[src/rtl/uart_tx_fifo.sv]
// uart_tx_fifo: UART transmit path. Host bytes are queued in a circular FIFO
// and sent as frames: start bit, data bits LSB first, optional even parity
// bit, one stop bit. The flag and BIST behaviour matches the receive FIFO.
//
// Ports:
//   Clk, Rst       clock and synchronous active-high reset
//   Tx_Data        byte to enqueue
//   Write_En       enqueue strobe, one word per cycle while high
//   BIST_Mode      while high, writes are ignored and never flag overflow
//   Tx_Serial      registered serial line, idles high
//   Tx_Busy        high while a frame is on the line
//   Tx_Done        one-cycle pulse after each stop bit
//   FIFO_Empty     FIFO holds no words (decoded from the registered count)
//   FIFO_Full      FIFO holds FIFO_DEPTH words (decoded from the registered count)
//   FIFO_Overflow  sticky: a write was dropped because the FIFO was full
module uart_tx_fifo #(
    parameter int unsigned DATA_BITS    = 8,
    parameter int unsigned FIFO_DEPTH   = 4,
    parameter int unsigned CLKS_PER_BIT = 16,
    parameter int unsigned PARITY_EN    = 1
) (
    input  logic                 Clk,
    input  logic                 Rst,
    input  logic [DATA_BITS-1:0] Tx_Data,
    input  logic                 Write_En,
    input  logic                 BIST_Mode,
    output logic                 Tx_Serial,
    output logic                 Tx_Busy,
    output logic                 Tx_Done,
    output logic                 FIFO_Empty,
    output logic                 FIFO_Full,
    output logic                 FIFO_Overflow
);

    localparam int unsigned PTR_W  = (FIFO_DEPTH > 1) ? $clog2(FIFO_DEPTH) : 1;
    localparam int unsigned CNT_W  = $clog2(FIFO_DEPTH + 1);
    localparam int unsigned BAUD_W = (CLKS_PER_BIT > 1) ? $clog2(CLKS_PER_BIT) : 1;
    localparam int unsigned BIT_W  = (DATA_BITS > 1) ? $clog2(DATA_BITS) : 1;
    localparam bit          HAS_PARITY = (PARITY_EN != 0);

    typedef enum logic [2:0] {
        ST_IDLE,
        ST_START,
        ST_DATA,
        ST_PARITY,
        ST_STOP
    } state_t;

    state_t               state;
    logic [DATA_BITS-1:0] mem [FIFO_DEPTH];
    logic [PTR_W-1:0]     wr_ptr;
    logic [PTR_W-1:0]     rd_ptr;
    logic [CNT_W-1:0]     count;
    logic [BAUD_W-1:0]    baud_cnt;
    logic [BIT_W-1:0]     bit_idx;
    logic [DATA_BITS-1:0] shift_reg;
    logic                 parity_bit;

    logic                 baud_end;
    logic                 fifo_full;
    logic                 pop;
    logic                 push;
    logic                 write_req;
    logic [DATA_BITS-1:0] head;

    // Handshake decode between the FIFO and the serializer
    always_comb begin
        baud_end  = (baud_cnt == BAUD_W'(CLKS_PER_BIT - 1));
        fifo_full = (count == CNT_W'(FIFO_DEPTH));
        head      = mem[rd_ptr];
        // Pop from IDLE, or at the end of a stop bit so frames run back-to-back
        pop       = (count != CNT_W'(0)) &&
                    ((state == ST_IDLE) || ((state == ST_STOP) && baud_end));
        write_req = Write_En && !BIST_Mode;
        // A full FIFO still takes a word when a pop frees a slot in the same cycle
        push      = write_req && (!fifo_full || pop);
    end

    assign FIFO_Empty = (count == CNT_W'(0));
    assign FIFO_Full  = fifo_full;

    // FIFO storage; contents are don't-care once pointers and count reset
    always_ff @(posedge Clk) begin
        if (!Rst && push) begin
            mem[wr_ptr] <= Tx_Data;
        end
    end

    // FIFO pointers, occupancy and sticky overflow
    always_ff @(posedge Clk) begin
        if (Rst) begin
            wr_ptr        <= '0;
            rd_ptr        <= '0;
            count         <= '0;
            FIFO_Overflow <= 1'b0;
        end else begin
            if (push) begin
                wr_ptr <= (wr_ptr == PTR_W'(FIFO_DEPTH - 1)) ? '0 : wr_ptr + PTR_W'(1);
            end
            if (pop) begin
                rd_ptr <= (rd_ptr == PTR_W'(FIFO_DEPTH - 1)) ? '0 : rd_ptr + PTR_W'(1);
            end
            case ({push, pop})
                2'b10:   count <= count + CNT_W'(1);
                2'b01:   count <= count - CNT_W'(1);
                default: count <= count;
            endcase
            if (write_req && !push) begin
                FIFO_Overflow <= 1'b1;
            end
        end
    end

    // Frame serializer with registered line, busy and done outputs
    always_ff @(posedge Clk) begin
        if (Rst) begin
            state      <= ST_IDLE;
            baud_cnt   <= '0;
            bit_idx    <= '0;
            shift_reg  <= '0;
            parity_bit <= 1'b0;
            Tx_Serial  <= 1'b1;
            Tx_Busy    <= 1'b0;
            Tx_Done    <= 1'b0;
        end else begin
            Tx_Done <= 1'b0;
            case (state)
                ST_IDLE: begin
                    baud_cnt <= '0;
                    if (pop) begin
                        shift_reg  <= head;
                        parity_bit <= ^head;
                        Tx_Serial  <= 1'b0;
                        Tx_Busy    <= 1'b1;
                        state      <= ST_START;
                    end
                end
                ST_START: begin
                    if (baud_end) begin
                        baud_cnt  <= '0;
                        bit_idx   <= '0;
                        Tx_Serial <= shift_reg[0];
                        shift_reg <= shift_reg >> 1;
                        state     <= ST_DATA;
                    end else begin
                        baud_cnt <= baud_cnt + BAUD_W'(1);
                    end
                end
                ST_DATA: begin
                    if (baud_end) begin
                        baud_cnt <= '0;
                        if (bit_idx == BIT_W'(DATA_BITS - 1)) begin
                            if (HAS_PARITY) begin
                                Tx_Serial <= parity_bit;
                                state     <= ST_PARITY;
                            end else begin
                                Tx_Serial <= 1'b1;
                                state     <= ST_STOP;
                            end
                        end else begin
                            bit_idx   <= bit_idx + BIT_W'(1);
                            Tx_Serial <= shift_reg[0];
                            shift_reg <= shift_reg >> 1;
                        end
                    end else begin
                        baud_cnt <= baud_cnt + BAUD_W'(1);
                    end
                end
                ST_PARITY: begin
                    if (baud_end) begin
                        baud_cnt  <= '0;
                        Tx_Serial <= 1'b1;
                        state     <= ST_STOP;
                    end else begin
                        baud_cnt <= baud_cnt + BAUD_W'(1);
                    end
                end
                ST_STOP: begin
                    if (baud_end) begin
                        baud_cnt <= '0;
                        Tx_Done  <= 1'b1;
                        if (pop) begin
                            // Next start bit follows the stop bit with no idle gap
                            shift_reg  <= head;
                            parity_bit <= ^head;
                            Tx_Serial  <= 1'b0;
                            state      <= ST_START;
                        end else begin
                            Tx_Serial <= 1'b1;
                            Tx_Busy   <= 1'b0;
                            state     <= ST_IDLE;
                        end
                    end else begin
                        baud_cnt <= baud_cnt + BAUD_W'(1);
                    end
                end
                default: begin
                    baud_cnt  <= '0;
                    Tx_Serial <= 1'b1;
                    Tx_Busy   <= 1'b0;
                    state     <= ST_IDLE;
                end
            endcase
        end
    end

endmodule

[config.mk]
export PLATFORM = sky130hd
export DESIGN_NAME = uart_tx_fifo
export DESIGN_NICKNAME = d
export VERILOG_FILES = /design/src/rtl/uart_tx_fifo.sv
export SDC_FILE = /design/constraint.sdc
export NUM_CORES = 1
export LEC_CHECK = 0
export ABC_AREA = 1
export CORE_UTILIZATION = 35
export DETAILED_ROUTE_END_ITERATION = 16
export HOLD_SLACK_MARGIN = 0.1
export PLACE_DENSITY = 0.56
export SYNTH_ARGS = -nofsm -noshare
export SYNTH_HDL_FRONTEND = slang
export SYNTH_SLANG_ARGS = --single-unit
[constraint.sdc]
create_clock -name Clk -period 1.8 [get_ports Clk]
set_input_delay 0.27 -clock Clk [delete_from_list [all_inputs] [get_ports Clk]]
set_output_delay 0.27 -clock Clk [all_outputs]
set_load 0.005 [all_outputs]
### After elaboration in Yosys (flattened, before gate mapping)

Memory sizes are Yosys's and may differ from the RTL's. A register that Yosys moved wholly into a read port is not among the register bits.
Cells that the tools add are included.

| storage, ports and cells | value |
|---|---|
| register bits | 30 |
| bits in writable memories | 32 |
| input port bits | 12 |
| output and inout bits | 6 |
| logic and storage cells | 112 |
| memories | 1 |

Memories:

| memory | depth | width | rd ports | clocked after Yosys merged registers in | write ports | line | source |
|---|---|---|---|---|---|---|---|
| mem | 4 | 8 | 1 | 1 | 1 | 50 | `logic [DATA_BITS-1:0] mem [FIFO_DEPTH];` |

| operators by class | value |
|---|---|
| $add $sub $neg | 6 |
| equal/unequal tests | 19 |
| muxes and demuxes | 41 |
| bitwise gates (word level) | 3 |
| reduce and logical (&&, ||, !) cells | 30 |

Operators with widths:

| kind | number |
|---|---|
| $mux 8 | 5 |
| $pmux 8 s4 | 1 |
| $mux 3 | 9 |
| $mux 1 | 16 |
| $ne 2x2->1 const B | 8 |
| $pmux 3 s5 | 1 |
| $pmux 3 s2 | 2 |
| $reduce_and 5->1 | 2 |
| $eq 3x3->1 const B | 3 |
| $mux 2 | 4 |
| $reduce_and 4->1 | 2 |
| $reduce_xor 8->1 | 1 |
| $add 3x1->3 const B | 2 |
| $eq 2x2->1 const B | 3 |
| $eq 3x2->1 const B | 2 |
| $logic_and 1x1->1 | 6 |
| $logic_not 3->1 | 2 |
| $reduce_and 6->1 | 1 |
| $reduce_bool 2->1 | 3 |
| $reduce_or 3->1 | 2 |
| $pmux 1 s5 | 1 |
| $add 2x1->2 const B | 2 |
| $add 4x1->4 const B | 1 |
| $eq 4x4->1 const B | 1 |
| other kinds (13) | 19 |

### Logic depth before layout (Yosys ltp)

Gate-level depths: netlist (run 1).

| depth | value |
|---|---|
| word-level depth | 9 |
| mapped depth | 15 |

### Worst setup path before layout (run 1)

No wires, ideal clock.

| timing path | value |
|---|---|
| kind | reg-to-reg |
| from | register baud_cnt[0] |
| to | memory mem[0][0] (enable) |
| setup time | 0.371 ns |
| data arrival time | 1.605 ns |
| data required time | 1.429 ns |
| path slack | -0.175 ns |
| stages on the path, launching flop included | 10 |
| path buffers | 0 |
| clock period less this slack | 1.975 ns |
| cell sequence | dfxtp_1 ha_1 nand2_1 inv_1 nand2_1 nand2_4 nand2_1 a21oi_1 nand2_1 nor2_1 |

| on the way | value |
|---|---|
| cells in the longest elaborated chain, start to end | 9 |

Ends and longest elaborated chain:

| what | line | source |
|---|---|---|
| start: declaration | 54 | `logic [BAUD_W-1:0] baud_cnt;` |
| start signal: assignment | 146 | `baud_cnt <= baud_cnt + BAUD_W'(1);` |
| start signal: assignment | 166 | `baud_cnt <= baud_cnt + BAUD_W'(1);` |
| start signal: assignment | 175 | `baud_cnt <= baud_cnt + BAUD_W'(1);` |
| $eq 4x4->1 | 68 | `baud_end = (baud_cnt == BAUD_W'(CLKS_PER_BIT - 1));` |
| $logic_and 1x1->1 | 73 | `((state == ST_IDLE) \|\| ((state == ST_STOP) && baud_end));` |
| $logic_or 1x1->1 | 73 |  |
| $logic_and 1x1->1 | 72 | `pop = (count != CNT_W'(0)) &&` |
| $logic_or 1x1->1 | 76 | `push = write_req && (!fifo_full \|\| pop);` |
| $logic_and 1x1->1 | 76 |  |
| $logic_and 1x1->1 | 84 | `if (!Rst && push) begin` |
| $mux 1 | 84 |  |
| $mux 1 (implied by the code) | 85 | `mem[wr_ptr] <= Tx_Data;` |
| end: declaration | 50 |  |

Every way passes these cells.

### Worst setup path after layout (run 1)

| timing path | value |
|---|---|
| from | register baud_cnt[1] |
| to | register count[2] |

| on the way | value |
|---|---|
| cells in the longest elaborated chain, start to end | 8 |
| elaborated cells between the ends (all ways) | 10 |

Ends and longest elaborated chain:

| what | line | source |
|---|---|---|
| $eq 4x4->1 (*) | 68 |  |
| $logic_and 1x1->1 (*) | 73 |  |
| $logic_or 1x1->1 (*) | 73 |  |
| $logic_and 1x1->1 (*) | 72 |  |
| $logic_or 1x1->1 | 76 |  |
| $logic_and 1x1->1 | 76 |  |
| $eq 2x1->1 / $eq 2x2->1 (equally long branches) | 103 | `case ({push, pop})` |
| $pmux 3 s2 / $reduce_bool 2->1 (equally long branches) | - |  |
| end signal: assignment | 104 | `2'b10: count <= count + CNT_W'(1);` |
| end signal: assignment | 105 | `2'b01: count <= count - CNT_W'(1);` |
| end signal: assignment | 106 | `default: count <= count;` |
| end: declaration | 53 | `logic [CNT_W-1:0] count;` |

Mark *: on every way between the ends. The rest lies on a longest branch, timed or not.
A chain may end at the register's enable or synchronous reset.

==> impl_results.md, run 1 <==
* Final setup fails at 0
* Initial antenna violation count at 0
* Critical path data required time at 2.04 ns
* Leak at 0.001697 µW
* Drt wl/cell at 11.89 µm
* Cell Int Power at 3373 µW
* Final Hold Viols at 0
* Number of global-route vias before repair at 2303
* Syn. warnings at 0
* H-tree Lvls at 3
* Min Tclk post-route at approximately 1.8 ns
* Nets at 442
* Adder-cell share of the synthesized area at 0.03922
* Detailed Route WL at 6.313 mm
* Simple logic cell fraction of the synthesized area at 0.2900
* Power per cell area at 1555 nW/µm²
* Largest net degree at the start of global routing at 20
* Startpoint Class: register
* Yosys reg bits at 64
* Ports at 18
* Syn_area_per_cell at 8.018 µm²
* Crit Path Class: register to register
* Layout cells sized above 1 at 0.1502
* Pre-CTS WS at -0.1284 ns
* Count of cell types in the netlist at 30
* Worst Setup End Kind: register
* Initial DRC count at 81
* Ant diodes at 0
* Largest register FFs at 32
* Syn-to-layout area delta at 22.88%
* Clock transition at path regs at ~0.08 ns
* Clk_lat worst skew at 0.34 ns
* R2R setup slack at 0.02 ns
* Die area at 9130 µm²
* Slew Limit Fails at 0
* CP arrival at 2.02 ns
* Max Root-Sink Buffers at 2
* Total CTS buffers at 9
* # rows at 33
* Clock Skew at 0.009530 ns
* Clock network power share at 0.196
* Mapped Nets at 403
* Max-Cap Viols at 0
* Vias/cell at 4.655
* P_sw at 2479 µW
* Port buffer count at 17
* Antenna viol nets, final at 0
* Post-synthesis xor/xnor area fraction at 0.002859
* Worst min path class: register to register
* Switch share at 0.4236
* DP HPWL at 4.610 mm
* Core Util, Final at 0.4512
* Slew headroom at 0.7569
* Compound-Gate Fraction of Synth Area at 0.07271
* Register area share after synthesis at 0.5229
* Overall Global Routing Usage at 0.1527
* First-pass GRT wire length at 10.45 mm
* Cts-stage hold buffer count at 0
* Aggregate global routing overflow at 0
* Post-synthesis mux area share at 0
* CTS tree: yes
* RSZ-0062 raised after global routing: yes
* Async S/R FF share, synth at 0
* Pre-Repair DR Iteration Count at 4
* Top FF cell, synth: edfxtp_1
* Largest family of logic cells by synthesized area: simple AND/OR/NAND/NOR gates
* Fin Setup TNS at 0 ns
* Total core area at roughly 8300 µm²
* Root buffer cell: clkbuf_8
* CTS Sinks at 64
* EDFF count, synth at 32
* DRC at 0
* Placed Area at 3486 µm²
* Status: completed
* Die width at between 90 and 100 µm
* Combinational Power Share at 0.478
* Peak VDD IR at between 0.0007 and 0.0008 V
* Initial Util at 0.3672
* Fmax at 0.5615 GHz
* Placer congestion estimate at 0.7880
* Worst Slack Setup Final at ~0.019 ns
* Via count at approximately 2500
* Synth Instances at approximately 380
* Flop pwr share at 0.327
* Max FO, Critical Path at 4
* Measured slew at the worst slew-check pin at 0.3643 ns
* Mapped Area at ~3100 µm²
* Fin area at 3764 µm²
* Crit share post-route at 0.9895
* Die span in y at 95.55 µm
-- power groups by stage --
stage / Combinational, µW / Sequential (µW) / Clock [µW]
2_1_floorplan: 1950 / 1910 / 0
6_report: 2790 / 1910 / 1150
3_3_place_gp: 2630 / 1930 / 0
3_5_place_dp: 2670 / 1930 / 0
4_1_cts: 2710 / 1900 / 1180
5_1_grt: 3200 / 1940 / 1240
-- cells by family after synthesis --
logic type	count (synthesis)
adder cells (fa/ha/maj)	9
AO/OA/AOI/OAI	38
buffers and inverters	55
flip-flops	64
AND/OR/NAND/NOR	215
XOR/XNOR	1
-- final timing paths --
check | start | to | cells past startpoint
hold reg to reg | FIFO_Overflow$_SDFFE_PP0P_ | FIFO_Overflow$_SDFFE_PP0P_ | 2
setup / recovery | baud_cnt[1]$_SDFF_PP0_ | count[2]$_SDFFE_PP0P_ | 12
setup reg to reg | baud_cnt[1]$_SDFF_PP0_ | count[2]$_SDFFE_PP0P_ | 12
hold / removal | FIFO_Overflow$_SDFFE_PP0P_ | FIFO_Overflow$_SDFFE_PP0P_ | 2
-- synth_stat cells (2+ instances only) --
cell,number,area (µm²)
nand2_2,2,12.51
ha_1,8,100.1
edfxtp_1,32,960.9
inv_1,42,157.7
nand2_1,138,518.0
buf_2,3,15.01
inv_2,2,7.510
nand3_1,28,140.1
nor3_1,5,25.02
o211a_1,2,20.02
clkbuf_1,3,11.26
dfxtp_1,32,640.6
buf_1,2,7.510
nor2_1,37,138.9
o21ai_0,18,90.09
a21oi_1,14,70.07
-- layout by cell type, fill, tap and decap left out, drive strengths merged, types with 5 or more instances in the layout --
master         Yosys  final
o21ai             18     18
nor2              38     38
nand2            141    141
buf                7     20
clkbuf             3      9
ha                 8      8
nand3             29     29
inv               44     48
clkdlybuf4s50      0     16
a21oi             14     14
nor3               5      5
edfxtp            32     32
dfxtp             32     32
-- worst max-delay path, cell delays in order, from the launching register on --
cell      delay [ns]
dfxtp_2         0.35
ha_4            0.13
nand2_1         0.05
inv_2           0.08
nand2_4         0.06
nand2_4         0.10
nand3_4         0.08
inv_4           0.07
nand2_4         0.04
fa_2            0.32
nand3b_1        0.18
a21oi_1         0.14
nor2_1          0.06
-- final cells by class --
class | instances | area, µm²
Clock buffer | 9 | 123.9
Clock inverter | 7 | 60.06
Fill cell | 834 | 4577
Inverter | 45 | 175.2
Multi-Input combinational cell | 263 | 1321
Sequential cell | 64 | 1605
Tap cell | 105 | 131.4
Timing Repair Buffer | 37 | 339.1
Timing Repair inverter | 1 | 7.507
-- metrics by stage --
step | power, µW | instances | hold WS (ns)
finish | 5851 | 531 | 0.4574
global route | 6389 | 531 | 0.4830
CTS | 5786 | 527 | 0.4665
detailed placement | 4606 | 510 | 0.4381
global placement | 4552 | 510 | 0.4273
floorplan | 3856 | 382 | 0.3689
-- what timing repair did --
| item | in CTS | in global routing |
|---|---|---|
| setup endpoints to repair | 34 | 41 |
| pin swaps | 1 | 8 |
| cloned | 0 | 1 |
| setup buffers | 1 | 3 |
| resized for setup | 3 | 14 |
-- routing by layer --
metal	part of all wire	track usage	vias to the layer above
met3	0.043	0.02711	9
met1	0.48	0.1957	1120
li1	-	-	1298
met4	0.013	0.06841	0
met5	0	0	-
met2	0.46	0.2506	45
Power figures use the tool's default switching activity.
==> run 2, diff against run 1 <==
--- a/config.mk
+++ b/config.mk
@@ -6,10 +6,11 @@
 export NUM_CORES = 1
 export LEC_CHECK = 0
 export ABC_AREA = 1
-export CORE_UTILIZATION = 35
+export CORE_UTILIZATION = 34
 export DETAILED_ROUTE_END_ITERATION = 16
 export HOLD_SLACK_MARGIN = 0.1
-export PLACE_DENSITY = 0.56
+export PLACE_DENSITY = 0.55
+export SLEW_MARGIN = 25
 export SYNTH_ARGS = -nofsm -noshare
 export SYNTH_HDL_FRONTEND = slang
 export SYNTH_SLANG_ARGS = --single-unit
==> run 2 against run 1 <==
Combinational power increased by 1%. Sequential share of layout area decreased by 0.55 points. Sequential power is essentially flat. Worst hold slack got worse by 0.017 ns. Clock skew is 0.0034 ns lower. Routed wire length is 2.7% higher. Cell count rose by 1.3%. Die area grew 2.9%. Count of clock-buffer cells in the layout increased by 1. Register-to-register slack better by 0.03 ns. Critical path depth unchanged. Setup slack better by 0.033 ns. Critical endpoint unchanged. Largest cell class unchanged.
==> impl_results.md, run 2 (synthesized netlist as in run 1, its figures left out) <==
* Final Hold Viols at 0
* Placed cells at 517
* Pre-CTS WS at -0.1495 ns
* CTS tree: yes
* Die span in y at between 90 and 100 µm
* Die width at approximately 97 µm
* Hold Path End: baud_cnt[0]$_SDFF_PP0_
* Cell count of the worst reg-to-reg path at 12
* RSZ-0062 raised after global routing: yes
* Initial DRC count at between 150 and 200
* Largest register FFs at 32
* Peak VDD IR at 0.0007505 V
* WP buf/inv at 2
* Critical-path cell list: ha_4, nand2_2, inv_2, nand2_4, nand2_4, nand3_4, inv_4, nand2_4, fa_2, nand3b_1, a21oi_1, nor2_1
* DRC at 0
* Slew Limit Fails at 0
* Clock network power share at 0.205
* Overall Global Routing Usage at 0.1466
* Final setup fails at 0
* Clock Skew at 0.006164 ns
* Largest net degree at the start of global routing at 20
* Antenna viol nets, final at 0
* Measured slew at the worst slew-check pin at 0.3762 ns
* Crit path max-delay family: simple AND/OR/NAND/NOR gates
* Via count at 2478
* Placed Area at approximately 3500 µm²
* Port buffer count at 17
* Critical path data required time at 2.03 ns
* Worst min path class: register to register
* Max FO, Critical Path at 3
* Fin Setup TNS at 0 ns
* Most common cell after layout, fill and taps aside: nand2_1
* Status: completed
* Crit share post-route at 0.9711
* Worst Slack Setup Final at ~0.052 ns
* Final cell count without fillers at 538
* Die area at 9393 µm²
* CTS Sinks at 64
* Worst Setup End Kind: register
* First-pass GRT wire length at 10.62 mm
* Fin area at 3819 µm²
* Leak at 0.001725 µW
* Total core area at 8721 µm²
* Root buffer cell: clkbuf_8
* Switch share at 0.4055
* Ant diodes at 0
* Initial Util at 0.3512
* Core Util, Final at 0.4379
* DP HPWL at 4.676 mm
* Critical R2R Capture: count[2]$_SDFFE_PP0P_
* Multi-input combinational cell area at approximately 1300 µm²
* Routing usage on met3 at 0.03035
* P_sw at 2422 µW
* Layout cells sized above 1 at 0.1512
* Cell Int Power at 3552 µW
* Pre-Repair DR Iteration Count at 6
* Met2 usage at 0.2237
* Syn-to-layout area delta at 24.67%
* Crit Path Class: register to register
* # rows at 34
* Critical hold path startpoint: baud_cnt[0]$_SDFF_PP0_
* Combinational Power Share at 0.474
* Slew headroom at 0.7490
* Most frequent cells in the layout: nand2_1 (134), inv_1 (41), nor2_1 (33)
* Max Root-Sink Buffers at 2
* Clock transition at path regs at 0.07 ns
* Most used cell, CP: nand2_4
* Aggregate global routing overflow at 0
* Startpoint Class: register
* Hold Crit Depth at 1
* Nets at approximately 450
* Top Usage Layer GRT: met2
* H-tree Lvls at 3
* Sequential cell area at 1608 µm²
* Initial antenna violation count at 0
* # fillers at 833
* Slowest stage delay, CP at 0.37 ns
* Number of global-route vias before repair at around 2200
* Power per cell area at 1564 nW/µm²
* Placer congestion estimate at between 0.8 and 0.9
* Detailed Route WL at approximately 6.5 mm
* Slowest stage cell, crit path: dfxtp_4
* Clk_lat worst skew at 0.34 ns
* Total CTS buffers at 9
* Ports at 18
* Min Tclk post-route at roughly 1.7 ns
* Routing usage on met1 at 0.1936
* Fmax at 0.5721 GHz
* Flop pwr share at 0.321
* R2R setup slack at 0.05 ns
* Crit Reg-Reg Startpoint: baud_cnt[0]$_SDFF_PP0_
* Cts-stage hold buffer count at 0
* Drt wl/cell at about 12 µm
* CP arrival at 1.98 ns
* Max-Cap Viols at 0
* Vias/cell at 4.606
==> run 2: power groups by stage <==
stage / registers [µW] / clock network, µW / logic [µW]
detailed placement: 1930 / 0 / 2760
global route: 1950 / 1330 / 3270
floorplan: 1910 / 0 / 1950
CTS: 1910 / 1270 / 2780
global placement: 1930 / 0 / 2730
finish: 1920 / 1220 / 2830
==> run 2: final cells by class <==
class	count	share of cell area
Tap cell	108	0.03539
Timing Repair Buffer	42	0.1039
Sequential cell	64	0.4210
Clock buffer	10	0.03342
Multi-Input combinational cell	263	0.3431
Clock inverter	6	0.01835
Inverter	45	0.04489
==> run 2: how the worst max path moves through the flow <==
stage | to | start | slack (ns) | cells past startpoint
final | count[2]$_SDFFE_PP0P_ | baud_cnt[0]$_SDFF_PP0_ | 0.05 | 12
after global routing | count[2]$_SDFFE_PP0P_ | baud_cnt[0]$_SDFF_PP0_ | -0.03 | 12
after CTS | FIFO_Full | count[1]$_SDFFE_PP0P_ | -0.006 | 2
after detailed placement | mem[0][0]$_DFFE_PP_ | Write_En | -0.15 | 8
after global placement | mem[0][1]$_DFFE_PP_ | Write_En | -0.12 | 8
after floorplan | mem[0][0]$_DFFE_PP_ | baud_cnt[1]$_SDFF_PP0_ | -0.001 | 9
==> run 2: what timing repair did <==
item	in CTS	in global routing
setup buffers	0	5
resized for setup	3	11
pin swaps	0	6
endpoints found under the setup margin	34	45
==> run 2: metrics by stage <==
| stage | total power (µW) | hold WS (ns) |
|---|---|---|
| detailed placement | 4692 | 0.4320 |
| finish | 5974 | 0.4401 |
| floorplan | 3856 | 0.3689 |
| global route | 6541 | 0.4537 |
| CTS | 5955 | 0.4418 |
| global placement | 4662 | 0.4286 |
==> run 2: metal layers <==
metal | vias to the layer above | routed length [µm]
li1 | 1301 | -
met2 | 43 | 2894
met4 | 0 | 167
met5 | - | 0
met3 | 14 | 225
met1 | 1120 | 3194
==> run 2: worst register-to-register path: stages, from the launching register on <==
cell and delay (ns):
dfxtp_4 0.37, ha_4 0.13, nand2_2 0.05, inv_2 0.07, nand2_4 0.06, nand2_4 0.09
nand3_4 0.07, inv_4 0.07, nand2_4 0.04, fa_2 0.33, nand3b_1 0.18, a21oi_1 0.13
nor2_1 0.05
==> run 3, diff against run 2 <==
--- a/config.mk
+++ b/config.mk
@@ -6,11 +6,12 @@
 export NUM_CORES = 1
 export LEC_CHECK = 0
 export ABC_AREA = 1
+export CORE_MARGIN = 2
 export CORE_UTILIZATION = 34
 export DETAILED_ROUTE_END_ITERATION = 16
 export HOLD_SLACK_MARGIN = 0.1
 export PLACE_DENSITY = 0.55
-export SLEW_MARGIN = 25
+export SLEW_MARGIN = 20
 export SYNTH_ARGS = -nofsm -noshare
 export SYNTH_HDL_FRONTEND = slang
 export SYNTH_SLANG_ARGS = --single-unit
==> run 3 against run 2 <==
Combinational power about the same. Die area increased by 4.2%. Via count shrank 1.3%. Clock skew fell by 0.00052 ns. Largest power group unchanged. Global-route usage grew 0.060 points. Clock power grew 11%. Design area rose by 0.26%. Non-clock buffer count down 3. Sequential cell count is the same.
==> impl_results.md, run 3 (synthesized netlist as in run 1, its figures left out) <==
* Status: completed
* # fillers at 840
* Fmax at about 0.57 GHz
* Fin Setup TNS at 0 ns
* Pre-CTS WS at -0.1407 ns
* Placer congestion estimate at 0.7926
* Total power at 6134 µW
* Hold Slack at 0.4592 ns
* Largest net degree at the start of global routing at 20
* Via count at 2445
* Critical path data required time at between 2 and 2.5 ns
* H-tree Lvls at 3
* Slew Limit Fails at 0
* Crit share post-route at 0.9689
* Initial antenna violation count at 0
* Min Tclk post-route at ~1.7 ns
* Initial Util at 0.3512
* CTS Sinks at 64
* Critical-path cell list: ha_4, nand2_2, inv_2, nand2_4, nand2_4, nand3_4, inv_4, nand2_4, fa_2, nand3b_1, a21oi_2, nor2_1
* Antenna viol nets, final at 0
* Max Root-Sink Buffers at 2
* Measured slew at the worst slew-check pin at ~0.36 ns
* Most common cell after layout, fill and taps aside: nand2_1
* Clk_lat worst skew at approximately 0.33 ns
* Die width at 98.92 µm
* First-pass GRT wire length at 11.33 mm
* Initial DRC count at 130
* Slowest stage delay, CP at 0.35 ns
* Root buffer cell: clkbuf_8
* Die area at 9784 µm²
* Worst Setup End Kind: register
* DRC at 0
* Largest register FFs at 32
* Cts-stage hold buffer count at 0
* Max FO, Critical Path at 4
* Aggregate global routing overflow at 0
* CTS tree: yes
* Pre-Repair DR Iteration Count at 4
* CP arrival at 1.97 ns
* Peak VDD IR at 0.0007698 V
* Power per cell area at 1602 nW/µm²
* Ports at 18
* Final setup fails at 0
* Max-Cap Viols at 0
* Clock transition at path regs at around 0.07 ns
* Number of global-route vias before repair at between 2000 and 2500
* Startpoint Class: register
* # rows at 34
* Syn-to-layout area delta at 25.00%
* Vias/cell at 4.562
* Total CTS buffers at 9
* Drt wl/cell at 12.44 µm
* Slew headroom at 0.7611
* Detailed Route WL at between 6 and 7 mm
* Slowest stage cell, crit path: dfxtp_2
* Leak at 0.001717 µW
* Worst min path class: register to register
* Placed cells at 515
* Nets at 444
* Die span in y at 98.92 µm
* Crit Path Class: register to register
* Ant diodes at 0
* Port buffer count at 17
* Most frequent cells in the layout: nand2_1 (134), inv_1 (40), nor2_1 (33)
* Total core area at 8721 µm²
* DP HPWL at around 4.8 mm
* Overall Global Routing Usage at 0.1472
* RSZ-0062 raised after global routing: yes
* Most used cell, CP: nand2_4
* Layout cells sized above 1 at 0.1565
* Final cell count without fillers at 536
* Clock Skew at roughly 0.0056 ns
* Worst Slack Setup Final at around 0.056 ns
* Final Hold Viols at 0
==> run 3: changes by cell type in the layout (fill, tap and decap cells not counted) <==
cell,before,now
buf_12,2,1
a21oi_1,13,11
bufinv_16,1,2
inv_1,41,40
a21oi_2,1,3
inv_2,2,3
o31ai_2,0,1
dfxtp_2,2,3
clkbuf_8,9,10
o31ai_1,1,0
clkinv_4,2,1
buf_4,20,18
dfxtp_4,1,0
==> run 3: power breakdown <==
part / switching [µW] / leakage, µW / total (µW) / internal, µW
Clock: 543 / 0.000107 / 1360 / 816
Sequential: 163 / 0.000553 / 1920 / 1760
Combinational: 1730 / 0.00106 / 2860 / 1130
==> run 3: path summary, 6_finish.rpt <==
kind / startpoint / to / slack, ns / depth (start not counted)
setup / recovery: baud_cnt[1]$_SDFF_PP0_ / count[2]$_SDFFE_PP0P_ / 0.06 / 12
hold / removal: FIFO_Overflow$_SDFFE_PP0P_ / FIFO_Overflow$_SDFFE_PP0P_ / 0.46 / 2
setup reg to reg: baud_cnt[1]$_SDFF_PP0_ / count[2]$_SDFFE_PP0P_ / 0.06 / 12
hold reg to reg: FIFO_Overflow$_SDFFE_PP0P_ / FIFO_Overflow$_SDFFE_PP0P_ / 0.46 / 2
==> run 3: layer usage <==
layer	track usage	vias up	wire, µm
li1	-	1297	-
met1	0.1876	1109	3273
met2	0.2438	31	3088
met3	0.02411	8	191
met4	0.06955	0	114
met5	0	-	0
==> run 3: critical path: cells and delay by family (launching register included) <==
| kind | cells | cell delay [ns] |
|---|---|---|
| AO/OA/AOI/OAI | 1 | 0.13 |
| adder cells (fa/ha/maj) | 2 | 0.47 |
| buffers and inverters | 2 | 0.14 |
| flip-flops | 1 | 0.35 |
| AND/OR/NAND/NOR | 7 | 0.56 |
==> run 3: repair_timing <==
item / 4_1_cts / 5_1_grt
setup endpoints to repair: 34 / 45
pin swaps: 1 / 6
setup buffers: 1 / 3
gates cloned: 0 / 1
gates resized for setup: 3 / 16
==> run 3: cell type report <==
cell class / instances / area (µm²) / area share
clock buffers: 11 / 141.4 / 0.03693
clock inverters: 5 / 80.08 / 0.02092
inverters: 45 / 175.2 / 0.04575
multi-input cells: 263 / 1323 / 0.3454
flip-flops and latches: 64 / 1605 / 0.4193
well taps: 108 / 135.1 / 0.03529
repair buffers: 39 / 361.6 / 0.09444
repair inverters: 1 / 7.507 / 0.001961
==> run 3: through the flow <==
step           cell area, µm²  utilization
2_1_floorplan            3104            -
3_3_place_gp             3505       0.4019
3_5_place_dp             3505       0.4019
4_1_cts                  3745       0.4294
5_1_grt                  3829       0.4390
6_report                 3829       0.4390
